--- config.mk ---
export PLATFORM = sky130hd
export DESIGN_NAME = uart_tx_arb
export DESIGN_NICKNAME = d
export VERILOG_FILES = /design/src/rtl/uart_tx_arb_pkg.sv /design/src/rtl/uart_tx_arb_rr_pick.sv /design/src/rtl/uart_tx_arb.sv
export SDC_FILE = /design/constraint.sdc
export NUM_CORES = 1
export LEC_CHECK = 0
export ABC_CLOCK_PERIOD_IN_PS = 6690
export CORE_MARGIN = 1.5
export CORE_UTILIZATION = 45
export CTS_CLUSTER_DIAMETER = 80
export DETAILED_ROUTE_END_ITERATION = 12
export MAX_ROUTING_LAYER = met4
export PLACE_DENSITY = 0.85
export SYNTH_ARGS = -nofsm -noshare
export SYNTH_HDL_FRONTEND = slang
export SYNTH_SLANG_ARGS = --single-unit
--- constraint.sdc ---
create_clock -name clk -period 6.69 [get_ports clk]
set_clock_uncertainty 0.1 [all_clocks]
set_input_delay 0.669 -clock clk [delete_from_list [all_inputs] [get_ports clk]]
set_output_delay 0.669 -clock clk [all_outputs]
set_load 0.02 [all_outputs]
--- src/rtl/uart_tx_arb_pkg.sv ---
// Shared definitions for the UART transmit arbiter: FSM encodings and the
// default byte width agreed with the transmitter.
package uart_tx_arb_pkg;

    typedef enum logic {
        ST_ARB  = 1'b0,
        ST_LOCK = 1'b1
    } arb_state_e;

    localparam int DATA_BITS_DEF = 8;

endpackage

--- src/rtl/uart_tx_arb_rr_pick.sv ---
// Combinational round-robin picker: first set request bit strictly after
// ptr_i, wrapping modulo N. Returns one-hot winner and its index.
module rr_pick #(
    parameter int N  = 4,
    parameter int IW = (N > 1) ? $clog2(N) : 1
) (
    input  logic [N-1:0]  req_i,
    input  logic [IW-1:0] ptr_i,
    output logic [N-1:0]  win_o,
    output logic [IW-1:0] win_idx_o
);

    logic          found;
    logic [IW-1:0] cand;

    always_comb begin
        win_o     = '0;
        win_idx_o = '0;
        found     = 1'b0;
        cand      = '0;
        // ptr_i itself is scanned last, so the previous owner has lowest priority
        for (int k = 1; k <= N; k++) begin
            cand = IW'((int'(ptr_i) + k) % N);
            if (!found && req_i[cand]) begin
                found       = 1'b1;
                win_o[cand] = 1'b1;
                win_idx_o   = cand;
            end
        end
    end

endmodule

--- src/rtl/uart_tx_arb.sv ---
// Message-granular round-robin arbiter in front of a single UART transmitter.
// A grant is held until a last byte, MAX_LEN bytes, or an idle timeout.
module uart_tx_arb
    import uart_tx_arb_pkg::*;
#(
    parameter int NUM_REQ      = 4,
    parameter int DATA_BITS    = DATA_BITS_DEF,
    parameter int MAX_LEN      = 64,
    parameter int IDLE_TIMEOUT = 1024
) (
    input  logic                         clk,
    input  logic                         reset_n,
    input  logic [NUM_REQ*DATA_BITS-1:0] req_data,
    input  logic [NUM_REQ-1:0]           req_valid,
    input  logic [NUM_REQ-1:0]           req_last,
    output logic [NUM_REQ-1:0]           req_ready,
    output logic [DATA_BITS-1:0]         tx_data,
    output logic                         tx_valid,
    input  logic                         tx_ready,
    output logic [NUM_REQ-1:0]           grant,
    output logic                         busy,
    output logic                         forced_rel
);

    localparam int IW     = $clog2(NUM_REQ);
    localparam int CNT_W  = $clog2(MAX_LEN + 1);
    localparam int IDLE_W = (IDLE_TIMEOUT > 1) ? $clog2(IDLE_TIMEOUT) : 1;

    arb_state_e          state_q;
    logic [IW-1:0]       ptr_q;
    logic [IW-1:0]       idx_q;
    logic [NUM_REQ-1:0]  grant_q;
    logic [CNT_W-1:0]    cnt_q;
    logic [IDLE_W-1:0]   idle_q;
    logic                forced_q;

    logic [NUM_REQ-1:0]   pick_win;
    logic [IW-1:0]        pick_idx;
    logic [DATA_BITS-1:0] lane [NUM_REQ];

    logic lock, g_valid, g_last, xfer;
    logic rel_last, rel_max, rel_idle;

    rr_pick #(
        .N  (NUM_REQ),
        .IW (IW)
    ) u_pick (
        .req_i     (req_valid),
        .ptr_i     (ptr_q),
        .win_o     (pick_win),
        .win_idx_o (pick_idx)
    );

    always_comb begin
        for (int i = 0; i < NUM_REQ; i++) begin
            lane[i] = req_data[i*DATA_BITS +: DATA_BITS];
        end
    end

    assign lock    = (state_q == ST_LOCK);
    assign g_valid = lock & req_valid[idx_q];
    assign g_last  = req_last[idx_q];
    assign xfer    = g_valid & tx_ready;

    // A last byte wins over MAX_LEN so a message that ends exactly at the limit is not flagged
    assign rel_last = xfer & g_last;
    assign rel_max  = xfer & ~g_last & (cnt_q == CNT_W'(MAX_LEN - 1));
    assign rel_idle = lock & ~req_valid[idx_q] & (idle_q == IDLE_W'(IDLE_TIMEOUT - 1));

    assign tx_valid   = g_valid;
    assign tx_data    = lock ? lane[idx_q] : '0;
    assign req_ready  = grant_q & {NUM_REQ{tx_ready}};
    assign grant      = grant_q;
    assign busy       = lock;
    assign forced_rel = forced_q;

    always_ff @(posedge clk or negedge reset_n) begin
        if (!reset_n) begin
            state_q  <= ST_ARB;
            ptr_q    <= IW'(NUM_REQ - 1);
            idx_q    <= '0;
            grant_q  <= '0;
            cnt_q    <= '0;
            idle_q   <= '0;
            forced_q <= 1'b0;
        end else begin
            forced_q <= 1'b0;
            case (state_q)
                ST_ARB: begin
                    if (|req_valid) begin
                        grant_q <= pick_win;
                        idx_q   <= pick_idx;
                        cnt_q   <= '0;
                        idle_q  <= '0;
                        state_q <= ST_LOCK;
                    end
                end
                ST_LOCK: begin
                    if (xfer) begin
                        cnt_q <= cnt_q + CNT_W'(1);
                    end
                    if (req_valid[idx_q]) begin
                        idle_q <= '0;
                    end else begin
                        idle_q <= idle_q + IDLE_W'(1);
                    end
                    if (rel_last || rel_max || rel_idle) begin
                        state_q  <= ST_ARB;
                        grant_q  <= '0;
                        ptr_q    <= idx_q;
                        forced_q <= rel_max | rel_idle;
                    end
                end
                default: state_q <= ST_ARB;
            endcase
        end
    end

endmodule

Yosys cells after proc, flatten, opt, wreduce, memory -nomap -nowiden --
Index checks and enable logic that the tools add are counted.
Storage, ports and cells: flip-flop bits (word level) 27, input bits 43, output and inout bits 19, logic and storage cells 110
Operators by class: add/sub/neg operators 6, order comparisons 10, eq/ne operators 5, muxes and demuxes 49, bitwise gates (word level) 16, reductions and logical operators 17
Operators by type and width (number):
- two-way mux 4 bit | 6
- two-way mux 8 bit | 3
- two-way mux 10 bit | 2
- case mux 10 bit (2 select lines) | 1
- two-way mux 1 bit | 17
- binary-select mux 8 bit (select 2 bit) | 1
- less-than comparator 2 x 3 -> 1 bit, second input constant | 5
- two-way mux 7 bit | 2
- case mux 7 bit (2 select lines) | 1
- binary-select mux 1 bit (select 2 bit) | 6
- OR 4 bit | 3
- adder 10 x 1 -> 10 bit, second input constant | 1
- == test 10 bit, second input constant | 1
- demux 1 bit (select 2 bit) | 4
- greater-or-equal comparator 2 x 1 -> 1 bit, second input constant | 4
- two-way mux 2 bit | 4
- case mux 4 bit (2 select lines) | 1
- AND reduction 2 bit | 4
- adder 7 x 1 -> 7 bit, second input constant | 1
- AND 1 bit | 7
- == test 7 x 6 -> 1 bit, second input constant | 1
- logical AND 1 bit | 7
- adder 2 x 1 -> 2 bit, second input constant | 2
- adder 2 bit, second input constant | 2
- 11 further kinds | 17

Depth between registers and ports, before layout --
Gate-level depths: netlist of run 1.
depth in word-level cells 15, gate-level depth with buffers 8

Cells and area by module --
From an unflattened synthesis of run 1, not the netlist that was laid out.
Unflattened totals: cells, all modules 227, area, all modules 2169.6 um^2
By module, submodules not included:
- uart_tx_arb | instances 1, cells an instance 159, area an instance 1624.1 um^2, sequential area each 678.2 um^2
- rr_pick | instances 1, cells an instance 68, area an instance 545.5 um^2, sequential area each 0.0 um^2

Worst setup path after synthesis of run 1 --
OpenSTA, ideal clock, no wires.
kind register -> register, start point reg ptr_q[0], end point reg grant_q[0], in the netlist grant[0], setup time 78 ps, data arrival time 2167 ps, slack 4346 ps, stages on the path, launching flop included 8, clock period less this slack 2344 ps, path through dfstp_2 clkbuf_1 inv_1 ha_1 mux4_1 nor2_1 a221oi_1 a21oi_1
On the way: cells in the longest elaborated chain, start to end 15, elaborated cells between the ends (all ways) 50, those cells by class add/sub (4); order compare (8); mux (25); bitwise (3); reduce/logical (10)
RTL lines:
- start: declaration | RTL line uart_tx_arb.sv:30 | logic [IW-1:0] ptr_q;
- start signal: assignment | RTL line uart_tx_arb.sv:80 | ptr_q <= IW'(NUM_REQ - 1);
- start signal: assignment | RTL line uart_tx_arb.sv:110 | ptr_q <= idx_q;
- branches (longest 12 deep; another with less-than comparator 2 x 3 -> 1 bit)
- two-way mux 4 bit (*) | RTL line uart_tx_arb_rr_pick.sv:24 | if (!found && req_i[cand]) begin
- two-way mux 4 bit (*) | RTL line uart_tx_arb.sv:90 | if (|req_valid) begin
- case mux 4 bit (2 select lines) (*) | RTL line uart_tx_arb.sv:88 | case (state_q)
- end signal: assignment | RTL line uart_tx_arb.sv:91 | grant_q <= pick_win;
- end: declaration | RTL line uart_tx_arb.sv:32 | logic [NUM_REQ-1:0] grant_q;
Every way passes the cells marked *. The select of a mux whose other input is x is not followed. A chain may end at the register's enable or synchronous reset.

Final worst setup path of run 1 --
start point in req_valid[3], end point out tx_valid
On the way: cells in the longest elaborated chain, start to end 3
RTL lines:
- start: declaration | RTL line uart_tx_arb.sv:14 | input logic [NUM_REQ-1:0] req_valid,
- binary-select mux 1 bit (select 2 bit) | RTL line uart_tx_arb.sv:61 | assign g_valid = lock & req_valid[idx_q];
- two-way mux 1 bit (not written as such) | RTL line uart_tx_arb.sv:61
- AND 1 bit | RTL line uart_tx_arb.sv:61
- end: declaration | RTL line uart_tx_arb.sv:18 | output logic tx_valid,
Every way passes these cells. The select of a mux whose other input is x is not followed.

==> results of run 1 <==
## Yosys cell counts, types with 5 or more instances
| cell type | n | area (um2) |
|---|---|---|
| sky130_fd_sc_hd__nor2_1 | 18 | 67.6 |
| sky130_fd_sc_hd__mux4_2 | 10 | 225 |
| sky130_fd_sc_hd__o21ai_0 | 12 | 60.1 |
| sky130_fd_sc_hd__nand4_1 | 5 | 31.3 |
| sky130_fd_sc_hd__clkbuf_1 | 8 | 30.0 |
| sky130_fd_sc_hd__a21oi_1 | 12 | 60.1 |
| sky130_fd_sc_hd__nor3_1 | 5 | 25.0 |
| sky130_fd_sc_hd__dfrtp_1 | 25 | 626 |
| sky130_fd_sc_hd__nand3_1 | 11 | 55.1 |
| sky130_fd_sc_hd__ha_1 | 10 | 125 |
| sky130_fd_sc_hd__and2_1 | 13 | 81.3 |
| sky130_fd_sc_hd__nand2_1 | 17 | 63.8 |
## state kept, by name, indices dropped and copies added, names as in the netlist
signal and cells:
busy 1, forced_rel 1, idle_q 10, cnt_q 7, idx_q 2, ptr_q 2
grant 4
## layer usage
layer  global-route usage  wire length [um]
met1                0.259              2170
met2                0.357              2700
met3               0.0214               115
met4               0.0671                65
met5                    -                 0
## power by group through the flow
stage	clock [W]	combinational [W]	sequential (W)
after floorplan	0	0.000410	0.000260
after global placement	0	0.000562	0.000296
after detailed placement	0	0.000577	0.000298
after CTS	0.0000932	0.000579	0.000296
after global routing	0.0000993	0.000625	0.000308
final	0.0000920	0.000578	0.000295
## worst max path at each step
stage	to	slack, ns	depth (start not counted)
final	tx_valid	3.24	4
after global routing	tx_valid	3.17	4
after CTS	tx_valid	3.25	4
after detailed placement	tx_valid	3.25	4
after global placement	tx_valid	3.28	4
after floorplan	grant[0]	4.35	7
## worst reg2reg max path, cell delays in order, from the launching register on
cell	delay, ns
sky130_fd_sc_hd__dfrtp_1	0.77
sky130_fd_sc_hd__mux4_2	0.69
sky130_fd_sc_hd__nor4b_4	0.41
sky130_fd_sc_hd__a22oi_4	0.15
sky130_fd_sc_hd__mux2_4	0.32
## stage by stage
| step | instances | power [W] | utilization | setup WS, ns | hold slack [ns] |
|---|---|---|---|---|---|
| 6_report | 318 | 0.000966 | 0.622 | 3.24 | 0.364 |
| 5_1_grt | 318 | 0.00103 | 0.622 | 3.17 | 0.402 |
| 4_1_cts | 318 | 0.000968 | 0.622 | 3.25 | 0.362 |
| 3_5_place_dp | 314 | 0.000876 | 0.612 | 3.25 | 0.350 |
| 3_3_place_gp | 314 | 0.000857 | 0.612 | 3.28 | 0.348 |
| 2_1_floorplan | 212 | 0.000670 | - | 4.35 | 0.273 |
## area by class of cell
cell class                 instances  area, um2
tap                               52       65.1
clock buffer                       4       45.0
sequential                        27        678
multi-input combinational        169       1310
inverter                           4       15.0
fill                             367       1660
timing repair buffer              62        618
## logic make-up (layout without fill, tap and decap cells)
| logic type | Yosys count | after routing | share of synthesized area |
|---|---|---|---|
| buf+inv | 16 | 70 | 0.0341 |
| xor+xnor | 5 | 5 | 0.0213 |
| simple gates | 87 | 87 | 0.228 |
| compound gates | 51 | 51 | 0.174 |
| mux | 16 | 16 | 0.152 |
| fa+ha+maj | 10 | 10 | 0.0609 |
| flops | 27 | 27 | 0.330 |
==> impl_metrics.sql, run 1 <==
INSERT INTO impl_metrics (metric_group, metric, value, unit) VALUES
('placed_design', 'placed_cell_area', '2680', 'um2'),
('sta', 'worst_pin_slew', '0.733', 'ns'),
('pwr', 'power.share.clock', '0.095', ''),
('pwr', 'p_int', '0.000551', 'W'),
('status', 'outcome', 'complete, no violations', ''),
('synthesis', 'synth_enable_flop_cells', '0', ''),
('setup_path', 'timing.critical_path.cells', 'clkdlybuf4s50_1 > mux4_2 > and2_2 > clkdlybuf4s50_1', ''),
('sta', 'grt_setup_unrepaired', 'no', ''),
('sta', 'finalMaxSlewViolations', '0', ''),
('drt', 'route.final.wire_length', '5050', 'um'),
('placed_design', 'numPortBuffers', '61', ''),
('cts', 'cts.sinks', '27', ''),
('floorplan', 'floorplan.initialDensity', '0.469', ''),
('setup_path', 'worst-endpoint-required', '5.92', 'ns'),
('global_route', 'grt_usage', '0.208', ''),
('floorplan', 'row_count', '24', ''),
('setup_path', 'worstSetupPathType', 'in2out', ''),
('worst_hold_path', 'hold_start', 'cnt_q[6]', ''),
('setup_path', 'regToRegStartpoint', 'idx_q[0]', ''),
('setup_path', 'r2r_cells', '4', ''),
('placed_design', 'gp_routability_congestion', '0.861', ''),
('cts', 'clockRootBuffer', 'sky130_fd_sc_hd__clkbuf_8', ''),
('drt', 'drc', '0', ''),
('worst_hold_path', 'holdPathStages', '1', ''),
('setup_path', 'timing.critical_path.fanout_max', '13', ''),
('synthesis', 'ys.warnings.count', '0', ''),
('cts', 'clk_transition_reported_paths', '0.09', 'ns'),
('sta', 'timing.max_slew.rel_slack', '0.510', ''),
('floorplan', 'chipWidth', '70.6', 'um'),
('setup_path', 'worst_setup_path_end_kind', 'output pin', ''),
('pwr', 'power.ir.vdd_worst', '0.000173', 'V'),
('synthesis', 'async_flop_share', '1.00', ''),
('pwr', 'combinationalPowerShare', '0.599', ''),
('global_route', 'grt_antenna_before_repair', '0', ''),
('synthesis', 'synth.ff_latch_count', '27', ''),
('sta', 'report.final.hold_viol_count', '0', ''),
('sta', 'period_share', '0.516', ''),
('pwr', 'cellLeakagePower', '1.13', 'nW'),
('drt', 'route.vias.total', '1884', ''),
('finish', 'most_common_cell_after_layout_fill_and_taps_aside', 'sky130_fd_sc_hd__clkdlybuf4s50_1', ''),
('drt', 'wl_per_cell', '15.9', 'um'),
('cts', 'cts_post_setup_buffers_inserted', '0', ''),
('setup_path', 'cpLargestDelayFamily', 'buffers and inverters', ''),
('cts', 'cts-buffers-inserted', '3', ''),
('setup_path', 'cp_num_buf_inv', '2', ''),
('pwr', 'power_switching_share', '0.430', ''),
('synthesis', 'yosysUniqueCellTypes', '53', ''),
('finish', 'syn_to_final_growth', '32.8', '%'),
('cts', 'tritoncts', 'built', ''),
('pwr', 'power.net_switching', '0.000415', 'W'),
('pwr', 'power-per-cell-area', '354', 'nW/um2'),
('setup_path', 'critical_path.slowest_cell', 'sky130_fd_sc_hd__mux4_2', ''),
('floorplan', 'placeableCoreArea', '4380', 'um2'),
('synthesis', 'yosysSeqAreaShare', '0.330', ''),
('floorplan', 'floorplan_die_area', '4980', 'um2'),
('global_route', 'grt_max_degree', '28', ''),
('sta', 'post-route-min-period', '3.45', 'ns'),
('setup_path', 'worst-r2r-setup-slack', '4.20', 'ns'),
('drt', 'drtIter0Drc', '85', ''),
('synthesis', 'avgSynthCellArea', '9.69', 'um2'),
('cts', 'clock_latency', '0.27', 'ns'),
('finish', 'layout-drive-gt1-share', '0.0902', ''),
('drt', 'firstDrtPassIters', '4', ''),
('global_route', 'number_of_global_route_vias_before_repair', '1773', ''),
('sta', 'setup_tns', '0', 'ns'),
('synthesis', 'number_of_nets_produced_by_synthesis', '265', ''),
('setup_path', 'critical-path-max-stage-delay', '0.65', 'ns'),
('placed_design', 'hpwlAfterDp', '3860', 'um'),
('sta', 'setup_violations', '0', ''),
('worst_hold_path', 'hp-class', 'reg2reg', ''),
('cts', 'cts-root-to-sink-buffers', '2', '');
Power figures use the tool's default switching activity.
==> run 2, diff against run 1 <==
Settings changed: ABC_CLOCK_PERIOD_IN_PS 6690 to 3300.
Clock period 6.69 ns to 3.3 ns, I/O delays scaled along.
==> impl_metrics.sql, run 2 (synthesis gave the netlist of run 1 again) <==
INSERT INTO impl_metrics (metric_group, metric, value, unit) VALUES
('drt', 'route.vias.total', '1906', ''),
('cts', 'ctsResizeCount', '0', ''),
('cts', 'post_cts_hold_buffer_count', '0', ''),
('pwr', 'seq_power_share', '0.290', ''),
('job', 'maxCapViolCount', '0', ''),
('pwr', 'cellLeakagePower', '1.15', 'nW'),
('cts', 'cts.sinks', '27', ''),
('status', 'outcome', 'complete, no violations', ''),
('setup_path', 'crit_cells', '4', ''),
('global_route', 'global_route_wire_length_before_repair', '8350', 'um'),
('floorplan', 'placeableCoreArea', '4380', 'um2'),
('sta', 'grt_setup_unrepaired', 'no', ''),
('sta', 'report.final.hold_viol_count', '0', ''),
('setup_path', 'critical_path.slowest_cell', 'sky130_fd_sc_hd__mux4_2', ''),
('setup_path', 'worst_setup_path_end_kind', 'output pin', ''),
('drt', 'drtIter0Drc', '191', ''),
('pwr', 'combinationalPowerShare', '0.616', ''),
('finish', 'mostFrequentLayoutCells', '61 x sky130_fd_sc_hd__clkdlybuf4s50_1, 25 x sky130_fd_sc_hd__dfrtp_1, 18 x sky130_fd_sc_hd__nor2_1', ''),
('sta', 'worst_pin_slew', '0.674', 'ns'),
('setup_path', 'timing.critical_path.from', 'req_valid[3]', ''),
('pwr', 'total_power', '0.00198', 'W'),
('finish', 'syn_to_final_growth', '33.9', '%'),
('global_route', 'number_of_global_route_vias_before_repair', '1770', ''),
('placed_design', 'numPortBuffers', '61', ''),
('setup_path', 'regToRegStartpoint', 'ptr_q[0]', ''),
('setup_path', 'worstSetupPathType', 'in2out', ''),
('sta', 'timing.max_slew.rel_slack', '0.549', ''),
('global_route', 'gr-total-overflow', '0', ''),
('pwr', 'power-per-cell-area', '719', 'nW/um2'),
('sta', 'max_freq', '359', 'MHz'),
('drt', 'drc', '0', ''),
('finish', 'finalCoreUtilization', '0.628', ''),
('sta', 'post-route-min-period', '2.78', 'ns'),
('floorplan', 'chipHeight', '70.6', 'um'),
('setup_path', 'startpoint_type', 'primary input', ''),
('drt', 'wl_per_cell', '16.2', 'um'),
('pwr', 'power_switching_share', '0.431', ''),
('cts', 'clock_latency', '0.27', 'ns'),
('cts', 'clockRootBuffer', 'sky130_fd_sc_hd__clkbuf_8', ''),
('floorplan', 'row_count', '24', ''),
('setup_path', 'worst-endpoint-arrival', '2.35', 'ns'),
('setup_path', 'timing.critical_path.cells', 'clkdlybuf4s50_1 > mux4_2 > and2_2 > clkdlybuf4s50_1', ''),
('placed_design', 'gp_routability_congestion', '0.822', ''),
('pwr', 'p_int', '0.00113', 'W'),
('global_route', 'grt_antenna_before_repair', '0', ''),
('setup_path', 'timing.critical_path.fanout_max', '13', ''),
('floorplan', 'floorplan_die_area', '4980', 'um2'),
('setup_path', 'r2r_cells', '6', ''),
('setup_path', 'cp_num_buf_inv', '2', ''),
('global_route', 'grt_usage', '0.209', ''),
('sta', 'period_share', '0.843', ''),
('setup_path', 'crit_top_cell', 'sky130_fd_sc_hd__clkdlybuf4s50_1', ''),
('finish', 'n_antenna_cell', '0', ''),
('floorplan', 'floorplan.initialDensity', '0.469', ''),
('drt', 'route.antenna.remaining_nets', '0', ''),
('sta', 'setup_violations', '0', ''),
('pwr', 'power.net_switching', '0.000852', 'W'),
('finish', 'most_common_cell_after_layout_fill_and_taps_aside', 'sky130_fd_sc_hd__clkdlybuf4s50_1', ''),
('placed_design', 'place.detailed.instances', '317', ''),
('sta', 'setup_slack', '0.518', 'ns'),
('drt', 'route.final.wire_length', '5200', 'um'),
('cts', 'cts_htree_levels', '1', ''),
('drt', 'vias_per_cell', '5.94', ''),
('pwr', 'power.ir.vdd_worst', '0.000334', 'V'),
('finish', 'largest_register_ffs', '10', ''),
('pwr', 'power.share.clock', '0.094', ''),
('cts', 'cts-buffers-inserted', '3', ''),
('cts', 'cts_post_setup_buffers_inserted', '0', ''),
('placed_design', 'dpl_worst_slack', '0.539', 'ns'),
('floorplan', 'design.portCount', '62', ''),
('cts', 'cts-root-to-sink-buffers', '2', ''),
('sta', 'setup_tns', '0', 'ns'),
('cts', 'tritoncts', 'built', ''),
('worst_hold_path', 'hp-class', 'in2async', ''),
('drt', 'firstDrtPassIters', '5', ''),
('sta', 'finalMaxSlewViolations', '0', ''),
('setup_path', 'cpLargestDelayFamily', 'buffers and inverters', ''),
('setup_path', 'worst-endpoint-required', '2.87', 'ns'),
('finish', 'final_cell_count_no_fill', '321', ''),
('floorplan', 'chipWidth', '70.6', 'um'),
('finish', 'layout-drive-gt1-share', '0.104', ''),
('setup_path', 'critical-path-max-stage-delay', '0.65', 'ns'),
('finish', 'layout.nets', '323', ''),
('finish', 'largest-register', 'idle_q', ''),
('placed_design', 'hpwlAfterDp', '4080', 'um'),
('global_route', 'grt_max_degree', '28', ''),
('cts', 'clk_transition_reported_paths', '0.09', 'ns');
-- run 2: worst paths after layout --
check	endpoint	slack (ns)
worst max-delay path	tx_valid	0.52
max in group asynchronous	ptr_q[0]	2.48
worst min register to register	forced_rel	0.36
worst max register to register	grant[0]	0.81
worst min-delay path	idle_q[7]	0.31
min in group clk	forced_rel	0.36
-- run 2: metrics by stage --
step / hold slack, ns / area (um2)
after floorplan: -0.0656 / 2050
after global placement: 0.352 / 2710
after detailed placement: 0.356 / 2710
after CTS: 0.326 / 2750
after global routing: 0.347 / 2750
final: 0.311 / 2750
-- run 2: metal layers --
metal  routed length, um  track usage
met4                  17       0.0377
met3                 113       0.0185
met5                   0            -
met2                2830        0.363
met1                2250        0.274
-- run 2: final cells by class --
class | count | area [um2]
multi-input combinational | 169 | 1310
fill | 350 | 1630
sequential | 27 | 678
inverter | 4 | 15.0
timing repair buffer | 65 | 641
clock buffer | 3 | 41.3
clock inverter | 1 | 5.00
tap | 52 | 65.1
-- run 2: power by group through the flow --
stage | clock (W) | sequential (W) | combinational [W]
after floorplan | 0 | 0.000528 | 0.000831
after global placement | 0 | 0.000572 | 0.00117
after detailed placement | 0 | 0.000577 | 0.00122
after CTS | 0.000190 | 0.000572 | 0.00122
after global routing | 0.000204 | 0.000591 | 0.00131
final | 0.000186 | 0.000573 | 0.00122
==> run 3, diff against run 2 <==
Settings changed: ABC_CLOCK_PERIOD_IN_PS 3300 to 2250, CORE_UTILIZATION 45 to 43.
Clock period 3.3 ns to 2.25 ns, I/O delays scaled along.
==> impl_metrics.sql, run 3 (synthesis gave the netlist of run 1 again) <==
INSERT INTO impl_metrics (metric_group, metric, value, unit) VALUES
('setup_path', 'cpLargestDelayFamily', 'multiplexers', ''),
('drt', 'vias_per_cell', '5.96', ''),
('cts', 'cts-root-to-sink-buffers', '2', ''),
('floorplan', 'chipWidth', '72.1', 'um'),
('sta', 'finalMaxSlewViolations', '0', ''),
('finish', 'largest-register', 'idle_q', ''),
('sta', 'max_freq', '460', 'MHz'),
('floorplan', 'floorplan.initialDensity', '0.459', ''),
('global_route', 'number_of_global_route_vias_before_repair', '1878', ''),
('finish', 'multi_input_comb_area', '1310', 'um2'),
('finish', 'regArea', '678', 'um2'),
('drt', 'dr_wl_met2', '2930', 'um'),
('drt', 'routedLengthMet1', '2410', 'um'),
('setup_path', 'worstSetupPathType', 'reg2reg', ''),
('placed_design', 'gp_routability_congestion', '0.829', ''),
('drt', 'drc', '0', ''),
('floorplan', 'placeableCoreArea', '4470', 'um2'),
('pwr', 'power-per-cell-area', '1050', 'nW/um2'),
('setup_path', 'worst_setup_path_end_kind', 'register', ''),
('setup_path', 'r2r_cells', '5', ''),
('drt', 'route.antenna.remaining_nets', '0', ''),
('finish', 'fillCellCount', '378', ''),
('setup_path', 'worst-r2r-setup-slack', '0.08', 'ns'),
('cts', 'tritoncts', 'built', ''),
('floorplan', 'row_count', '24', ''),
('drt', 'route.vias.total', '1978', ''),
('setup_path', 'critical_path.slowest_cell', 'sky130_fd_sc_hd__mux4_2', ''),
('drt', 'wl_per_cell', '16.7', 'um'),
('finish', 'layout-drive-gt1-share', '0.150', ''),
('sta', 'report.final.hold_viol_count', '0', ''),
('global_route', 'gr-total-overflow', '0', ''),
('setup_path', 'timing.critical_path.cells', 'buf_4 > mux4_2 > and3_4 > a22oi_4 > mux2_4', ''),
('setup_path', 'r2r_end', 'ptr_q[0]', ''),
('setup_path', 'worst-endpoint-required', '2.36', 'ns'),
('cts', 'cts.sinks', '27', ''),
('placed_design', 'placed_cell_area', '2800', 'um2'),
('drt', 'drtIter0Drc', '139', ''),
('cts', 'clockRootBuffer', 'sky130_fd_sc_hd__clkbuf_8', ''),
('sta', 'grt_setup_unrepaired', 'no', ''),
('finish', 'layout.nets', '334', ''),
('finish', 'mostFrequentLayoutCells', '52 x sky130_fd_sc_hd__clkdlybuf4s50_1, 25 x sky130_fd_sc_hd__dfrtp_1, 17 x sky130_fd_sc_hd__nor2_1, 17 x sky130_fd_sc_hd__nand2_1', ''),
('sta', 'timing.max_slew.rel_slack', '0.660', ''),
('setup_path', 'startpoint_type', 'register', ''),
('cts', 'cts_htree_levels', '1', ''),
('drt', 'top_layer_used', 'met4', ''),
('finish', 'most_common_cell_after_layout_fill_and_taps_aside', 'sky130_fd_sc_hd__clkdlybuf4s50_1', ''),
('sta', 'worst_pin_slew', '0.511', 'ns'),
('floorplan', 'design.portCount', '62', ''),
('cts', 'clock_latency', '0.28', 'ns'),
('placed_design', 'place.detailed.instances', '328', ''),
('floorplan', 'chipHeight', '72.1', 'um'),
('drt', 'detail_route_met3_wl', '167', 'um'),
('floorplan', 'floorplan_die_area', '5200', 'um2'),
('placed_design', 'numPortBuffers', '61', ''),
('placed_design', 'hpwlAfterDp', '4230', 'um'),
('status', 'outcome', 'complete, no violations', ''),
('sta', 'post-route-min-period', '2.17', 'ns'),
('cts', 'clk_transition_reported_paths', '0.09', 'ns'),
('finish', 'syn_to_final_growth', '38.2', '%'),
('setup_path', 'regToRegStartpoint', 'idx_q[0]', ''),
('finish', 'n_antenna_cell', '0', ''),
('worst_hold_path', 'hp-class', 'in2async', ''),
('setup_path', 'cp_num_buf_inv', '1', ''),
('setup_path', 'timing.critical_path.fanout_max', '7', ''),
('cts', 'cts-buffers-inserted', '3', ''),
('sta', 'period_share', '0.966', ''),
('sta', 'holdWs', '0.216', 'ns'),
('finish', 'design_area', '2840', 'um2'),
('sta', 'setup_violations', '0', ''),
('finish', 'final_cell_count_no_fill', '332', ''),
('setup_path', 'critical-path-max-stage-delay', '0.60', 'ns'),
('setup_path', 'worst-endpoint-arrival', '2.29', 'ns'),
('finish', 'largest_register_ffs', '10', ''),
('global_route', 'grt_antenna_before_repair', '0', ''),
('global_route', 'global_route_wire_length_before_repair', '8910', 'um'),
('drt', 'firstDrtPassIters', '4', ''),
('pwr', 'cellLeakagePower', '1.23', 'nW'),
('global_route', 'grt_max_degree', '28', ''),
('pwr', 'power.ir.vdd_worst', '0.000581', 'V'),
('job', 'maxCapViolCount', '0', ''),
('global_route', 'grt_usage', '0.220', ''),
('drt', 'route.final.wire_length', '5560', 'um');
## run 3: cell count changes in the layout (fill, tap and decap cells not counted), sizes merged
cell           delta
dlygate4sd2       +8
clkbuf            +1
buf              +11
clkdlybuf4s50     -9
## run 3: cell type report
class,instances,area share
repair buffers,76,0.255
clock buffers,3,0.0145
multi-input cells,169,0.462
clock inverters,1,0.00176
flip-flops and latches,27,0.239
inverters,4,0.00529
well taps,52,0.0229
## run 3: metal layers
metal | GRT usage | vias up
li1 | - | 929
met1 | 0.293 | 993
met4 | 0.0629 | 0
met5 | - | -
met2 | 0.366 | 51
met3 | 0.0139 | 5
## run 3: through the flow
stage	setup TNS, ns	setup slack [ns]	total power [W]	util
final	0	0.0767	0.00298	0.635
after global routing	0	0.0129	0.00317	0.635
after detailed placement	-0.105	-0.0508	0.00274	0.626
after floorplan	0	0.0381	0.00200	-
after global placement	-0.0360	-0.0360	0.00269	0.626
after CTS	0	0.0282	0.00295	0.634
## run 3: power by group
part           internal, W  leakage (nW)  switching, W
Sequential        0.000615         0.351      0.000132
Clock             0.000125        0.0255      0.000157
Combinational     0.000940         0.854       0.00101
## run 3: how the worst max path moves through the flow
stage	start	to	slack, ns	cells after the start
finish	idx_q[0]	ptr_q[0]	0.08	5
global route	idx_q[0]	tx_data[6]	0.01	4
CTS	idx_q[0]	tx_valid	0.03	4
detailed placement	req_valid[3]	tx_valid	-0.05	4
global placement	req_valid[3]	tx_valid	-0.04	4
floorplan	ptr_q[0]	grant[0]	0.04	7
## run 3: timing repair
item,in CTS,in global routing
endpoints found under the hold margin,0,0
setup buffers,0,0
gates cloned,0,0
endpoints found under the setup margin,9,13
gates resized for setup,9,6
hold buffers,0,0
pin swaps,0,1
==> patch: new RTL, config.mk and constraints of run 2 <==
Change the parameter `MAX_LEN` from 64 to 128.
--- a/src/rtl/uart_tx_arb.sv
+++ b/src/rtl/uart_tx_arb.sv
@@ -6,5 +6,5 @@
     parameter int NUM_REQ      = 4,
     parameter int DATA_BITS    = DATA_BITS_DEF,
-    parameter int MAX_LEN      = 64,
+    parameter int MAX_LEN      = 128,
     parameter int IDLE_TIMEOUT = 1024
 ) (
Function: same outputs for any inputs over 10 cycles, from zero or initial values and one cycle with reset_n low; that may be too few to reach the edited logic, so the function may still have changed.
==> patch against run 2 <==
Register-to-register slack worse by 0.26 ns. Total power up 6.4%. Setup slack better by 0.013 ns. Largest power group unchanged. Worst hold slack better by 0.0031 ns. Highest routed layer unchanged. Area after synthesis up 11%. Routed wire length up 4.6%. Sequential cell count up 1. Cell area up 7.8%.
==> patch: results (changes against run 2) <==
routing:
  wl_met2_um: 2802  # -0.85%
  wirelength_um: 5441  # +4.6%
  via_count: 1957  # +2.7%
  wl_met3_um: 177  # +57%
  dr.pass1.iters: 4  # -1
  drtIter0Drc: 165  # -14%
  wl_per_cell_um: 15.64  # -3.5%
cells_and_area:
  comb.multi_input.count: 167  # -1.2%
  nonClkBufAreaFrac_pct: 21.60  # -1.7 points
  layout-drive-gt1-share_pct: 12.10  # +1.7 points
  inverters_excl_clock: 17  # +13
  clk_share_pct: 2.405  # +0.72 points
  fillers: 405  # +16%
logic_synthesis:
  synthTopCellsByCount: "26 x dfrtp_1, 17 x inv_1, 14 x and2_1, 14 x nor2_1, 13 x nand3_1"
  yosysUniqueCellTypes: 57  # +7.5%
  synth_area_per_cell_sq_um: 10.05  # +3.7%
  synth.top_cells.by_area: "dfrtp_1 29%, mux4_2 9.9%, ha_1 5.5%"
critical_path:
  ff2ff_setup_slack_ns: 0.55  # -0.26 ns
  critPathMaxStageDelay_ns: 0.68  # +0.03 ns
  crit_family: "multiplexers"
global_routing:
  grt_max_degree: 29  # +3.6%
  met2_usage_pct: 36.41  # +0.14 points
  grtUsageMet1_pct: 27.16  # -0.20 points
  grt_usage_pct: 21.73  # +0.79 points
placed_design:
  place_hpwl_um: 4123  # +1.1%
  placed_cells: 344  # +8.5%
clock_network:
  cts_sinks: 28  # +3.7%
status:
  outcome: "completed"
power_and_ir_drop:
  ir_drop_mv: 0.3983  # +19%
[patch: cell count changes after synthesis, moves of 5 or more]
cell / change
a21o_1: +5
a21oi_1: -5
inv_1: +13
nand2_1: -5
nor3_1: -5
o21ai_0: -8
o311ai_0: +7
[patch: through the flow]
stage / worst slack [ns] / area (sq um)
2_1_floorplan: 0.8744 / 2281
3_3_place_gp: 0.5911 / 2894
3_5_place_dp: 0.5468 / 2894
4_1_cts: 0.4857 / 2965
5_1_grt: 0.3676 / 2965
6_report: 0.5308 / 2965
[patch: path summary, 6_finish.rpt]
path | start | end | cells after the start
worst max-delay path | idx_q[0]$_DFFE_PN0P_ | tx_valid | 3
worst min-delay path | reset_n | idle_q[1]$_DFFE_PN0P_ | 2
worst max register to register | ptr_q[0]$_DFFE_PN1P_ | grant[3]$_DFFE_PN0P_ | 6
worst min register to register | cnt_q[7]$_DFFE_PN0P_ | cnt_q[7]$_DFFE_PN0P_ | 1
max in group asynchronous | reset_n | ptr_q[1]$_DFFE_PN1P_ | 2
min in group clk | cnt_q[7]$_DFFE_PN0P_ | cnt_q[7]$_DFFE_PN0P_ | 1
[patch: kinds of logic after synthesis]
logic type	synth area share, %
AO/OA/AOI/OAI	18.32
XOR/XNOR	1.920
adder cells (fa/ha/maj)	5.485
buffers and inverters	7.679
flip-flops	30.83
multiplexers	16.46
AND/OR/NAND/NOR	19.31
[patch: power by group through the flow]
| stage | clock [mW] | combinational (mW) | sequential [mW] |
|---|---|---|---|
| after global placement | 0 | 1.19 | 0.602 |
| after floorplan | 0 | 0.920 | 0.538 |
| after detailed placement | 0 | 1.22 | 0.610 |
| after CTS | 0.272 | 1.23 | 0.602 |
| after global routing | 0.288 | 1.33 | 0.627 |
| final | 0.268 | 1.23 | 0.605 |
